File: src/rtl/au_op_sequencer_pkg.sv
// rtl/au_op_sequencer_pkg.sv - shared encodings, FSM state type and instr field layout
// Contents: AU op codes, Y-select codes, sequencer states, instr field offsets,
//           and the rule that derives the effective Y select from op and field.
package au_op_sequencer_pkg;

  localparam logic [1:0] OP_ADD = 2'b00;
  localparam logic [1:0] OP_SUB = 2'b01;
  localparam logic [1:0] OP_MUL = 2'b10;
  localparam logic [1:0] OP_DIV = 2'b11;

  localparam logic [1:0] YSEL_S   = 2'b00;
  localparam logic [1:0] YSEL_IMM = 2'b01;
  localparam logic [1:0] YSEL_INV = 2'b10;

  typedef enum logic [1:0] {
    ST_IDLE    = 2'd0,
    ST_ISSUE   = 2'd1,
    ST_WAIT    = 2'd2,
    ST_CAPTURE = 2'd3
  } seq_state_t;

  // instr = {op[1:0], ysel[1:0], dst, src_r, src_s}; src_s sits at bit 0
  function automatic int op_lsb(int ra);    return 3 * ra + 2; endfunction
  function automatic int ysel_lsb(int ra);  return 3 * ra;     endfunction
  function automatic int dst_lsb(int ra);   return 2 * ra;     endfunction
  function automatic int src_r_lsb(int ra); return ra;         endfunction

  // DIV always uses the reciprocal path, ADD/SUB never use Y, MUL takes the
  // field as given except the unused code 11, which falls back to S.
  function automatic logic [1:0] eff_ysel(logic [1:0] op, logic [1:0] ysel);
    logic [1:0] r;
    if (op == OP_DIV)       r = YSEL_INV;
    else if (op != OP_MUL)  r = YSEL_S;
    else if (ysel == 2'b11) r = YSEL_S;
    else                    r = ysel;
    return r;
  endfunction

endpackage

File: src/rtl/au_op_sequencer_if.sv
// rtl/au_op_sequencer_if.sv - micro-op valid/ready stream
// Signals: instr_valid (op present), instr_ready (sequencer can take it),
//          instr {op, ysel, dst, src_r, src_s}. master = producer, slave = sequencer.
interface au_op_sequencer_if #(
  parameter int RA = 3
);
  localparam int IW = 4 + 3 * RA;

  logic          instr_valid;
  logic          instr_ready;
  logic [IW-1:0] instr;

  modport master (output instr_valid, output instr, input  instr_ready);
  modport slave  (input  instr_valid, input  instr, output instr_ready);
endinterface

File: src/rtl/au_op_sequencer_regfile.sv
// rtl/au_op_sequencer_regfile.sv - NREG x W register file for the AU sequencer
// Ports: one synchronous write port (we/waddr/wdata), two combinational operand
//        reads (a, b), a combinational host read, and the fixed immediate register.
module au_op_sequencer_regfile #(
  parameter int W       = 24,
  parameter int RA      = 3,
  parameter int IMM_REG = 7
) (
  input  logic          clk,
  input  logic          rst_n,
  input  logic          we,
  input  logic [RA-1:0] waddr,
  input  logic [W-1:0]  wdata,
  input  logic [RA-1:0] raddr_a,
  input  logic [RA-1:0] raddr_b,
  input  logic [RA-1:0] host_addr,
  output logic [W-1:0]  rdata_a,
  output logic [W-1:0]  rdata_b,
  output logic [W-1:0]  host_rdata,
  output logic [W-1:0]  imm_rdata
);
  localparam int            NREG     = 2 ** RA;
  localparam logic [RA-1:0] IMM_ADDR = RA'(IMM_REG);

  logic [W-1:0] regs [NREG];

  always_ff @(posedge clk or negedge rst_n) begin
    if (!rst_n) begin
      for (int i = 0; i < NREG; i++) regs[i] <= '0;
    end else if (we) begin
      regs[waddr] <= wdata;
    end
  end

  assign rdata_a    = regs[raddr_a];
  assign rdata_b    = regs[raddr_b];
  assign host_rdata = regs[host_addr];
  assign imm_rdata  = regs[IMM_ADDR];

endmodule

File: src/rtl/au_op_sequencer.sv
// rtl/au_op_sequencer.sv - issue stage: micro-op stream -> AU -> register writeback
// Ports: clk, rst_n; instr_if (slave stream); host_we/addr/wdata/rdata (preload and
//        readback, honoured only when idle); au_* pins to/from the AU; seq_busy;
//        err_timeout (sticky, cleared by err_clr); retired (writeback count, wraps).
module au_op_sequencer
  import au_op_sequencer_pkg::*;
#(
  parameter int W       = 24,
  parameter int FRAC    = 14,
  parameter int RA      = 3,
  parameter int IMM_REG = 7,
  parameter int TIMEOUT = 64
) (
  input  logic                    clk,
  input  logic                    rst_n,
  au_op_sequencer_if.slave        instr_if,
  input  logic                    host_we,
  input  logic [RA-1:0]           host_addr,
  input  logic [W-1:0]            host_wdata,
  output logic [W-1:0]            host_rdata,
  output logic                    au_start,
  output logic [W-1:0]            au_r,
  output logic [W-1:0]            au_s,
  output logic [W-1:0]            au_iimm,
  output logic [1:0]              au_op_sel,
  output logic [1:0]              au_mul_y_sel,
  input  logic [W-1:0]            au_result,
  input  logic                    au_done,
  input  logic                    au_busy,
  output logic                    seq_busy,
  output logic                    err_timeout,
  input  logic                    err_clr,
  output logic [15:0]             retired
);
  localparam int            CW        = (TIMEOUT > 1) ? $clog2(TIMEOUT) : 1;
  localparam logic [CW-1:0] WAIT_LAST = CW'(TIMEOUT - 1);

  seq_state_t    state;
  logic          started;
  logic [RA-1:0] dst_q;
  logic [CW-1:0] wait_cnt;

  logic [1:0]    f_op, f_ysel;
  logic [RA-1:0] f_dst, f_src_r, f_src_s;
  logic [W-1:0]  rd_r, rd_s;
  logic          accept, wb_fire, rf_we;
  logic [RA-1:0] rf_waddr;
  logic [W-1:0]  rf_wdata;

  // The AU busy flag is observation-only and FRAC is a pass-through width.
  logic unused_ok;
  assign unused_ok = ^{au_busy, 32'(FRAC)};

  assign f_op    = instr_if.instr[op_lsb(RA) +: 2];
  assign f_ysel  = instr_if.instr[ysel_lsb(RA) +: 2];
  assign f_dst   = instr_if.instr[dst_lsb(RA) +: RA];
  assign f_src_r = instr_if.instr[src_r_lsb(RA) +: RA];
  assign f_src_s = instr_if.instr[0 +: RA];

  // 'started' keeps ready low until the first clock after reset release.
  assign instr_if.instr_ready = started && (state == ST_IDLE) && !host_we;
  assign accept   = instr_if.instr_valid && instr_if.instr_ready;
  assign seq_busy = (state != ST_IDLE);

  // Reciprocal results land the cycle au_done is seen; fixed ones in CAPTURE.
  assign wb_fire  = (state == ST_CAPTURE) ||
                    (state == ST_WAIT && au_mul_y_sel == YSEL_INV && au_done);
  assign rf_we    = wb_fire || (state == ST_IDLE && host_we);
  assign rf_waddr = wb_fire ? dst_q : host_addr;
  assign rf_wdata = wb_fire ? au_result : host_wdata;

  au_op_sequencer_regfile #(.W(W), .RA(RA), .IMM_REG(IMM_REG)) u_regfile (
    .clk        (clk),
    .rst_n      (rst_n),
    .we         (rf_we),
    .waddr      (rf_waddr),
    .wdata      (rf_wdata),
    .raddr_a    (f_src_r),
    .raddr_b    (f_src_s),
    .host_addr  (host_addr),
    .rdata_a    (rd_r),
    .rdata_b    (rd_s),
    .host_rdata (host_rdata),
    .imm_rdata  (au_iimm)
  );

  always_ff @(posedge clk or negedge rst_n) begin
    if (!rst_n) begin
      state        <= ST_IDLE;
      started      <= 1'b0;
      au_start     <= 1'b0;
      au_r         <= '0;
      au_s         <= '0;
      au_op_sel    <= '0;
      au_mul_y_sel <= '0;
      dst_q        <= '0;
      wait_cnt     <= '0;
      err_timeout  <= 1'b0;
      retired      <= '0;
    end else begin
      started  <= 1'b1;
      au_start <= 1'b0;
      // Cleared first so that a timeout in the same cycle overrides the clear.
      if (err_clr) err_timeout <= 1'b0;
      case (state)
        ST_IDLE: begin
          if (accept) begin
            au_r         <= rd_r;
            au_s         <= rd_s;
            au_op_sel    <= f_op;
            au_mul_y_sel <= eff_ysel(f_op, f_ysel);
            dst_q        <= f_dst;
            au_start     <= 1'b1;
            state        <= ST_ISSUE;
          end
        end
        ST_ISSUE: begin
          wait_cnt <= '0;
          state    <= ST_WAIT;
        end
        ST_WAIT: begin
          if (au_mul_y_sel != YSEL_INV) begin
            state <= ST_CAPTURE;
          end else if (au_done) begin
            retired <= retired + 16'd1;
            state   <= ST_IDLE;
          end else if (wait_cnt == WAIT_LAST) begin
            err_timeout <= 1'b1;
            state       <= ST_IDLE;
          end else begin
            wait_cnt <= wait_cnt + 1'b1;
          end
        end
        ST_CAPTURE: begin
          retired <= retired + 16'd1;
          state   <= ST_IDLE;
        end
        default: state <= ST_IDLE;
      endcase
    end
  end

endmodule

File: src/flat_wrapper.sv
// flat-port wrapper written by rule: the top's interface ports become plain ports
module au_op_sequencer_flat import au_op_sequencer_pkg::*;
#(
  parameter int W       = 24,
  parameter int FRAC    = 14,
  parameter int RA      = 3,
  parameter int IMM_REG = 7,
  parameter int TIMEOUT = 64
)
  (clk, rst_n, host_we, host_addr, host_wdata, host_rdata, au_start, au_r, au_s, au_iimm, au_op_sel, au_mul_y_sel, au_result, au_done, au_busy, seq_busy, err_timeout, err_clr, retired, instr_if_instr_valid, instr_if_instr, instr_if_instr_ready);
  au_op_sequencer_if #(.RA(RA)) instr_if_i ();
  input  logic clk;
  input  logic rst_n;
  input  logic host_we;
  input  logic [RA-1:0] host_addr;
  input  logic [W-1:0] host_wdata;
  output logic [W-1:0] host_rdata;
  output logic au_start;
  output logic [W-1:0] au_r;
  output logic [W-1:0] au_s;
  output logic [W-1:0] au_iimm;
  output logic [1:0] au_op_sel;
  output logic [1:0] au_mul_y_sel;
  input  logic [W-1:0] au_result;
  input  logic au_done;
  input  logic au_busy;
  output logic seq_busy;
  output logic err_timeout;
  input  logic err_clr;
  output logic [15:0] retired;
  input wire logic [$bits(instr_if_i.instr_valid)-1:0] instr_if_instr_valid;
  input wire logic [$bits(instr_if_i.instr)-1:0] instr_if_instr;
  output wire logic [$bits(instr_if_i.instr_ready)-1:0] instr_if_instr_ready;
  assign instr_if_i.instr_valid = instr_if_instr_valid;
  assign instr_if_i.instr = instr_if_instr;
  assign instr_if_instr_ready = instr_if_i.instr_ready;
  au_op_sequencer #(.W(W), .FRAC(FRAC), .RA(RA), .IMM_REG(IMM_REG), .TIMEOUT(TIMEOUT)) u_core (.clk(clk), .rst_n(rst_n), .instr_if(instr_if_i), .host_we(host_we), .host_addr(host_addr), .host_wdata(host_wdata), .host_rdata(host_rdata), .au_start(au_start), .au_r(au_r), .au_s(au_s), .au_iimm(au_iimm), .au_op_sel(au_op_sel), .au_mul_y_sel(au_mul_y_sel), .au_result(au_result), .au_done(au_done), .au_busy(au_busy), .seq_busy(seq_busy), .err_timeout(err_timeout), .err_clr(err_clr), .retired(retired));
endmodule
File: config.mk
export PLATFORM = sky130hd
export DESIGN_NAME = au_op_sequencer_flat
export DESIGN_NICKNAME = d
export VERILOG_FILES = /design/src/rtl/au_op_sequencer_pkg.sv /design/src/rtl/au_op_sequencer_if.sv /design/src/rtl/au_op_sequencer_regfile.sv /design/src/rtl/au_op_sequencer.sv /design/src/flat_wrapper.sv
export SDC_FILE = /design/constraint.sdc
export NUM_CORES = 1
export LEC_CHECK = 0
export CORE_AREA = 2 2 143 250
export DETAILED_ROUTE_END_ITERATION = 16
export DIE_AREA = 0 0 145 252
export PLACE_DENSITY = 0.66
export SLEW_MARGIN = 0
export SYNTH_ARGS = -nofsm -noshare
export SYNTH_HDL_FRONTEND = slang
export SYNTH_SLANG_ARGS = --single-unit
File: constraint.sdc
create_clock -name clk -period 2.6 [get_ports clk]
set_input_delay 0.52 -clock clk [delete_from_list [all_inputs] [get_ports clk]]
set_output_delay 0.52 -clock clk [all_outputs]
set_load 0.05 [all_outputs]
Word-level counts from Yosys, hierarchy flattened
Cells that the tools add are included.

word-level totals
  bits in registers = 274
  logic and storage cells = 99

cells by class
  magnitude comparators = 5
  mux-type cells = 36
  bitwise logic cells = 4
  add/sub/neg operators = 2
  reduce and logical (&&, ||, !) cells = 18
  equality and inequality tests = 15

operators by type and width
  operator                                                     number
  binary-select mux 24 bit (select 3 bit)                      3
  bitwise mux 192 bit                                          1
  2-to-1 mux 24 bit                                            8
  demux 24 bit (select 3 bit)                                  1
  2-to-1 mux 16 bit                                            2
  one-hot mux 16 bit (2 select lines)                          1
  2-to-1 mux 6 bit                                             3
  adder 16 x 1 -> 16 bit (second input constant)               1
  >= comparator 4 bit (second input constant)                  4
  NOT 3 -> 4 bit                                               4
  2-to-1 mux 2 bit                                             7
  inequality test 2 bit (second input constant)                6
  one-hot mux 6 bit (2 select lines)                           1
  equality test 2 bit (second input constant)                  5
  one-hot mux 2 bit (4 select lines)                           1
  logical AND 1 bit                                            7
  2-to-1 mux 1 bit                                             7
  adder 6 x 1 -> 6 bit (second input constant)                 1
  equality test 6 bit (second input constant)                  1
  nonzero test 2 bit                                           3
  less-than comparator 4 x 1 -> 1 bit (second input constant)  1
  inequality test 4 bit (second input constant)                1
  AND reduction 2 bit                                          2
  AND reduction 4 bit                                          1
  7 further kinds                                              8

Logic depth before layout (Yosys ltp)
Gate-level depths: netlist of run 1.

  depth after elaboration = 11
  gate-level depth with buffers = 7
  mapped depth without buffers = 5

By module
From an unflattened synthesis of run 1, not the netlist that was laid out.

unflattened totals
  cell total of the unflattened synthesis = 1026
  area total of the unflattened synthesis = 15582.4 um^2

modules (own cells, without submodules)
  module                   times used  seq. area each (um^2)  area each (um^2)  cells each
  au_op_sequencer_regfile  1           4804.6                 11883.9           694
  au_op_sequencer          1           2052.0                 3698.5            332

Least setup slack after synthesis of run 1
OpenSTA, ideal clock, no wires.

  path kind = input port to output port
  start = in host_addr[0]
  end = out host_rdata[10]
  buffers on the path = 3
  setup slack = -0.048 ns
  data arrival time = 2.128 ns
  cell stages on the path = 6
  path through = clkbuf_1 buf_4 buf_2 mux4_2 nand2_1 nand2_1

between the ends
  word-level cells in the longest chain between the ends = 4

RTL lines
  element                                                RTL line                       text
  start: declaration                                     flat_wrapper.sv:15             input logic [RA-1:0] host_addr;
  NOT 3 -> 4 bit (not written as such)                   au_op_sequencer_regfile.sv:37  assign host_rdata = regs[host_addr];
  binary-select mux 24 bit (select 3 bit)                au_op_sequencer_regfile.sv:37
  2-to-1 mux 24 bit (not written as such) (2 in series)  au_op_sequencer_regfile.sv:37
  end: declaration                                       flat_wrapper.sv:17             output logic [W-1:0] host_rdata;

Every way passes these cells. The select of a mux whose other input is x is not followed.

Final worst setup path of run 1
  start = in host_addr[0]
  end = out host_rdata[11]

The elaborated chain is that of the path after synthesis.

==> flow_summary.ini, run 1 <==
[run_status]
status = finished clean

[detailed_routing]
drt_iter0_markers = 535
vias = 10100
drc = 0
ant_nets = 0
routedWlPerCell_um = 23.5
vias_per_cell = 5.81
drtPass1Iterations = 5
drt-total-wl_um = 40600

[floorplan]
pin_count = 191
die_x_um = 145
die_h_um = 252
die_area_mm2 = 0.0365
start_util_pct = 44.6
row_count = 90
core-area_mm2 = 0.0343

[clock_network]
tritoncts = yes
cts_buffer_depth = 3
h-tree-depth = 1
cts_made_buffers = 27
clock-sinks = 274
clk_latency_ps = 550
path_clk_slew_ps = 60
cts_root_buf = clkbuf_16

[finish]
diodes = 0
drive_gt1_share_pct = 42.2
num-fill-cells = 2850
multi_input_area_mm2 = 0.00789
utilization_pct = 55.2
register_area_mm2 = 0.00686
finalNonFillerCells = 1731
area_growth_pct = 23.7
fin_nets = 1324

[timing]
report.final.slew_viol_count = 0
fin_crit_ps = 2440
fin_hold_ws_ps = 446
maxSlewHeadroom_pct = 59.8
rsz0062_at_grt = no
clock_skew_ps = 10.6
setup_violations = 0
fin_crit_sh_pct = 93.9
worst_pin_slew_ps = 601
fmaxAchievable_mhz = 410
finalHoldViolCount = 0

[logic_synthesis]
synth-edff-count = 0
yosys_warnings = 0
synth_cell_types = 49
yosysSeqAreaShare_pct = 44.8
async_flop_share_pct = 100
syn_nets = 1152
ys_ff_latch = 274
syn_avg_cell_area_um2 = 14.2
syn_area_mm2 = 0.0153
synth_flop_cell = dfrtp_1
synthCells = 1079

[place]
io_buffers = 189
dpl.cell_count = 1681
place_congestion = 0.794
dp.final_hpwl_um = 27400

[setup_path]
r2r_slack_ps = 510
r2r-end = u_core.u_regfile.regs[74]
crit_path_max_fanout = 11
cp.required_ps = 2080
rr_worst_depth = 5
crit_path_end_kind = output port
r2r_start = u_core.au_mul_y_sel[0]
start_kind = input port
worst-setup-path-type = in -> out
arrival_ps = 1920

[power_and_ir_drop]
peakVddDrop_mv = 1.01
p_leak_uw = 0.00781
p_per_area_mw_per_mm2 = 1220

[grt]
gr-total-overflow = 0
grt_max_degree = 83
antenna_found_initial = 0
grt_first_pass_wirelength_um = 63500
grtUsageTotal_pct = 22.5
grt_pass1_vias = 10700

[flow_run]
cap_violations = 0

[min_path]
hold_path_class = in -> async
metrics by stage:
stage | cell area, um^2 | setup WS (ps) | setup TNS (ps) | power (uW)
global route | 19000 | 108 | 0 | 24300
floorplan | 15400 | 9.59 | 0 | 15800
global placement | 18000 | -1.09 | -2.90 | 18800
CTS | 19000 | 153 | 0 | 23300
detailed placement | 18000 | -52.3 | -2050 | 19100
finish | 19000 | 159 | 0 | 23100
cells in the mapped netlist (3+ instances only):
cell type	count	share of area (%)
mux2_2	219	16
buf_4	30	1.5
o21ai_0	56	1.8
buf_6	13	0.96
o32ai_4	6	1.1
nor3_1	3	0.098
clkbuf_1	28	0.69
mux4_2	144	21
xnor2_1	7	0.40
nand4_1	5	0.20
nand3_1	8	0.26
inv_1	8	0.20
buf_2	22	0.72
nand2b_1	4	0.16
dfrtp_1	274	45
buf_1	6	0.15
nand2_1	145	3.6
xor2_1	8	0.46
mux2i_1	50	3.3
nor2_1	3	0.073
nor4_1	6	0.25
state kept, by name, summed over array words and instances (netlist names):
register                    flops
u_core.au_r                    24
u_core.dst_q                    3
u_core.state                    2
u_core.err_timeout              1
u_core.retired                 16
u_core.au_op_sel                2
u_core.au_s                    24
u_core.started                  1
u_core.u_regfile.regs         168
u_core.au_mul_y_sel             2
u_core.wait_cnt                 6
u_core.au_start                 1
u_core.u_regfile.imm_rdata     24
worst max path at each step:
stage / startpoint / endpoint / slack, ps / depth (start not counted)
final: host_addr[0] / host_rdata[11] / 160 / 6
after global routing: host_addr[0] / host_rdata[2] / 110 / 6
after CTS: host_addr[0] / host_rdata[11] / 150 / 6
after detailed placement: au_done / u_core.u_regfile.regs[28] / -50 / 6
after global placement: au_done / u_core.u_regfile.regs[28] / -1 / 6
after floorplan: u_core.state[0] / u_core.au_r[0] / 10 / 7
final cells by class:
| type | instances | area share, % |
|---|---|---|
| clock inverters | 11 | 0.726 |
| multi-input cells | 696 | 41.6 |
| flip-flops and latches | 274 | 36.2 |
| well taps | 460 | 3.04 |
| inverters | 8 | 0.158 |
| clock buffers | 38 | 4.20 |
| repair buffers | 244 | 14.1 |
power breakdown:
part           switching [uW]  internal (uW)  leakage, uW
registers                1860           6250      0.00338
logic                    5630           5250      0.00396
clock network            1710           2430     0.000468
cell families after synthesis:
family	share of synthesized area, %
compound gates	3.75
xor+xnor	0.858
simple gates	5.52
mux	40.6
fa+ha+maj	0.163
flops	44.8
buf+inv	4.30
other cells	0.0245
layer usage:
layer  vias up  global-route usage [%]  wire length (um)
met5         -                       0                 0
met4         0                    6.62               990
met3        67                    3.29              1890
met2       275                    42.4             22500
met1      5319                    26.6             15200
li1       4399                       -                 -
critical path: stages:
cell     delay [ps]
buf_4           290
buf_12          210
mux4_2          510
nand2_1         110
nand2_2          70
buf_4           190
placed cells by master (no fill, tap or decap), types with 3 or more instances in the layout:
cell / instances
nor4_1: 6
nand2_2: 20
nor3_1: 3
dfrtp_1: 274
xnor2_1: 7
clkinv_2: 6
clkdlybuf4s50_1: 153
nand2b_1: 4
buf_2: 6
mux2_2: 219
inv_1: 8
clkbuf_8: 8
o21ai_0: 56
nor2_1: 3
buf_4: 45
buf_12: 37
o32ai_4: 8
clkbuf_16: 27
mux2i_1: 50
xor2_1: 8
nand4_1: 5
nand2_1: 124
nand3_1: 8
clkbuf_1: 3
bufinv_16: 3
mux4_2: 144
repair_timing:
| action | 4_1_cts | 5_1_grt |
|---|---|---|
| hold buffers | 1 | 0 |
| setup buffers | 0 | 0 |
| hold endpoints to repair | 33 | 0 |
| setup endpoints to repair | 1 | 0 |
| resized for setup | 1 | 0 |
(Power assumes the default switching activity.)
==> inputs of run 2 (changes only) <==
Settings changed: CORE_AREA 2 2 143 250 to 5 5 165 285, DIE_AREA 0 0 145 252 to 0 0 170 290, PLACE_DENSITY 0.66 to 0.54, REMOVE_ABC_BUFFERS set to 1.
==> run 2 against run 1 <==
  * Via count fell by 0.89%
  * Clock skew increased by 1.6 ps
  * Power up 1.7%
  * First-iteration DRC count fell by 6.7%
  * Clock power down 2%
  * Final area grew 1.8%
  * Critical path depth unchanged
  * Clock-buffer cell count rose by 4
  * Core utilization fell by 12 points
  * Combinational power is 5% higher
  * Sequential share of layout area shrank 0.65 points
  * Fmax shrank 4.1%
  * Largest cell class unchanged
==> flow_summary.ini, run 2 (synthesis gave the netlist of run 1 again) <==
[setup_path]
crit_path_end_kind = output port
cp.required_ps = 2080
r2r_slack_ps = 500
start_kind = input port
crit_path_max_fanout = 12
r2r_start = u_core.au_mul_y_sel[0]
r2r-end = u_core.u_regfile.imm_rdata[9]
arrival_ps = 2020
rr_worst_depth = 6
worst-setup-path-type = in -> out

[timing]
finalHoldViolCount = 0
worst_pin_slew_ps = 611
rsz0062_at_grt = no
fin_crit_ps = 2540
report.final.slew_viol_count = 0
setup_violations = 0
maxSlewHeadroom_pct = 59.2
clock_skew_ps = 12.2
fin_crit_sh_pct = 97.9
finalWorstSetupSlack_ps = 55.2
fmaxAchievable_mhz = 393
fin_hold_ws_ps = 471

[place]
dpl.cell_count = 1798
dpl_cell_area_mm2 = 0.0184
place_congestion = 0.742
io_buffers = 189
post-place-ws_ps = -50.8
dp.final_hpwl_um = 30200

[floorplan]
die_area_mm2 = 0.0493
pin_count = 191
core-area_mm2 = 0.0443
start_util_pct = 34.6
die_h_um = 290
row_count = 102
die_x_um = 170

[finish]
final_common_cell = dfrtp_1
final_area_mm2 = 0.0193
area_growth_pct = 26.0
diodes = 0
finalNonFillerCells = 1850
largest_register_ffs = 168
drive_gt1_share_pct = 40.7
fin_nets = 1330
layout_common_cells = dfrtp_1 (274), mux2_2 (219), clkdlybuf4s50_1 (153), mux4_2 (144), nand2_1 (144)
largest_register = u_core.u_regfile.regs

[grt]
grt_first_pass_wirelength_um = 68300
grt_max_degree = 61
grtUsageTotal_pct = 17.9
gr-total-overflow = 0
antenna_found_initial = 0
grt_pass1_vias = 11000

[clock_network]
path_clk_slew_ps = 70
clock-sinks = 274
cts_buffer_depth = 3
clk_latency_ps = 560
post_cts_buffers = 0
tritoncts = yes
cts_root_buf = clkbuf_16
cts_made_buffers = 28
h-tree-depth = 1

[power_and_ir_drop]
p_leak_uw = 0.00790
peakVddDrop_mv = 0.775
p_per_area_mw_per_mm2 = 1220

[detailed_routing]
drt-total-wl_um = 44000
vias = 9970
ant_nets = 0
drtPass1Iterations = 4
routedWlPerCell_um = 23.8
vias_per_cell = 5.39
drt_iter0_markers = 499
drc = 0

[flow_run]
cap_violations = 0

[run_status]
status = finished clean

[min_path]
hold_path_class = in -> async
==> run 2: worst max-delay path: stages <==
cell and delay (ps):
buf_4 300, buf_12 210, mux4_2 510, nand2_1 80, nand2_1 170, buf_12 210
==> run 2: worst max-delay path by stage <==
stage	end	slack [ps]	startpoint	cells after the start
3_3_place_gp	u_core.u_regfile.imm_rdata[16]	-50	au_done	7
2_1_floorplan	u_core.au_op_sel[0]	-1330	u_core.state[1]	3
5_1_grt	host_rdata[13]	20	host_addr[0]	6
6_report	host_rdata[13]	60	host_addr[0]	6
4_1_cts	host_rdata[13]	50	host_addr[0]	6
3_5_place_dp	u_core.u_regfile.imm_rdata[9]	-50	au_done	7
==> run 2: what timing repair did <==
action	CTS	global route
endpoints found under the setup margin	1	0
hold buffers	1	0
gates resized for setup	1	0
endpoints found under the hold margin	45	0
==> run 2: metrics by stage <==
stage               TNS [ps]  total power, uW  util, %
detailed placement      -583            19700     41.5
finish                     0            23500     43.6
CTS                        0            23800     43.6
global placement        -668            19400     41.5
floorplan             -90150            15200        -
global route               0            24800     43.6
==> run 2: cell type report <==
class                      instances  area (um^2)
timing repair buffer             249         2950
tap                              572          716
clock buffer                      42          845
fill                            3981        25000
inverter                           8         30.0
clock inverter                     9         73.8
multi-input combinational        696         7840
sequential                       274         6860
==> run 2: power breakdown <==
part	switching, uW	internal, uW
Combinational	5760	5610
Sequential	1830	6250
Clock	1730	2330
Total	9320	14200
==> run 2: metal layers <==
layer | vias up | track usage, % | wire (um)
li1 | 4415 | - | -
met1 | 5288 | 21.5 | 17000
met2 | 223 | 33.8 | 24400
met3 | 44 | 2.11 | 1710
met4 | 0 | 4.35 | 908
met5 | - | 0 | 0
==> inputs of run 3 (changes only) <==
Settings changed: GPL_ROUTABILITY_DRIVEN set to 0.
==> results of run 3 <==
The final DEF is identical to that of run 2; final timing and power are the same.
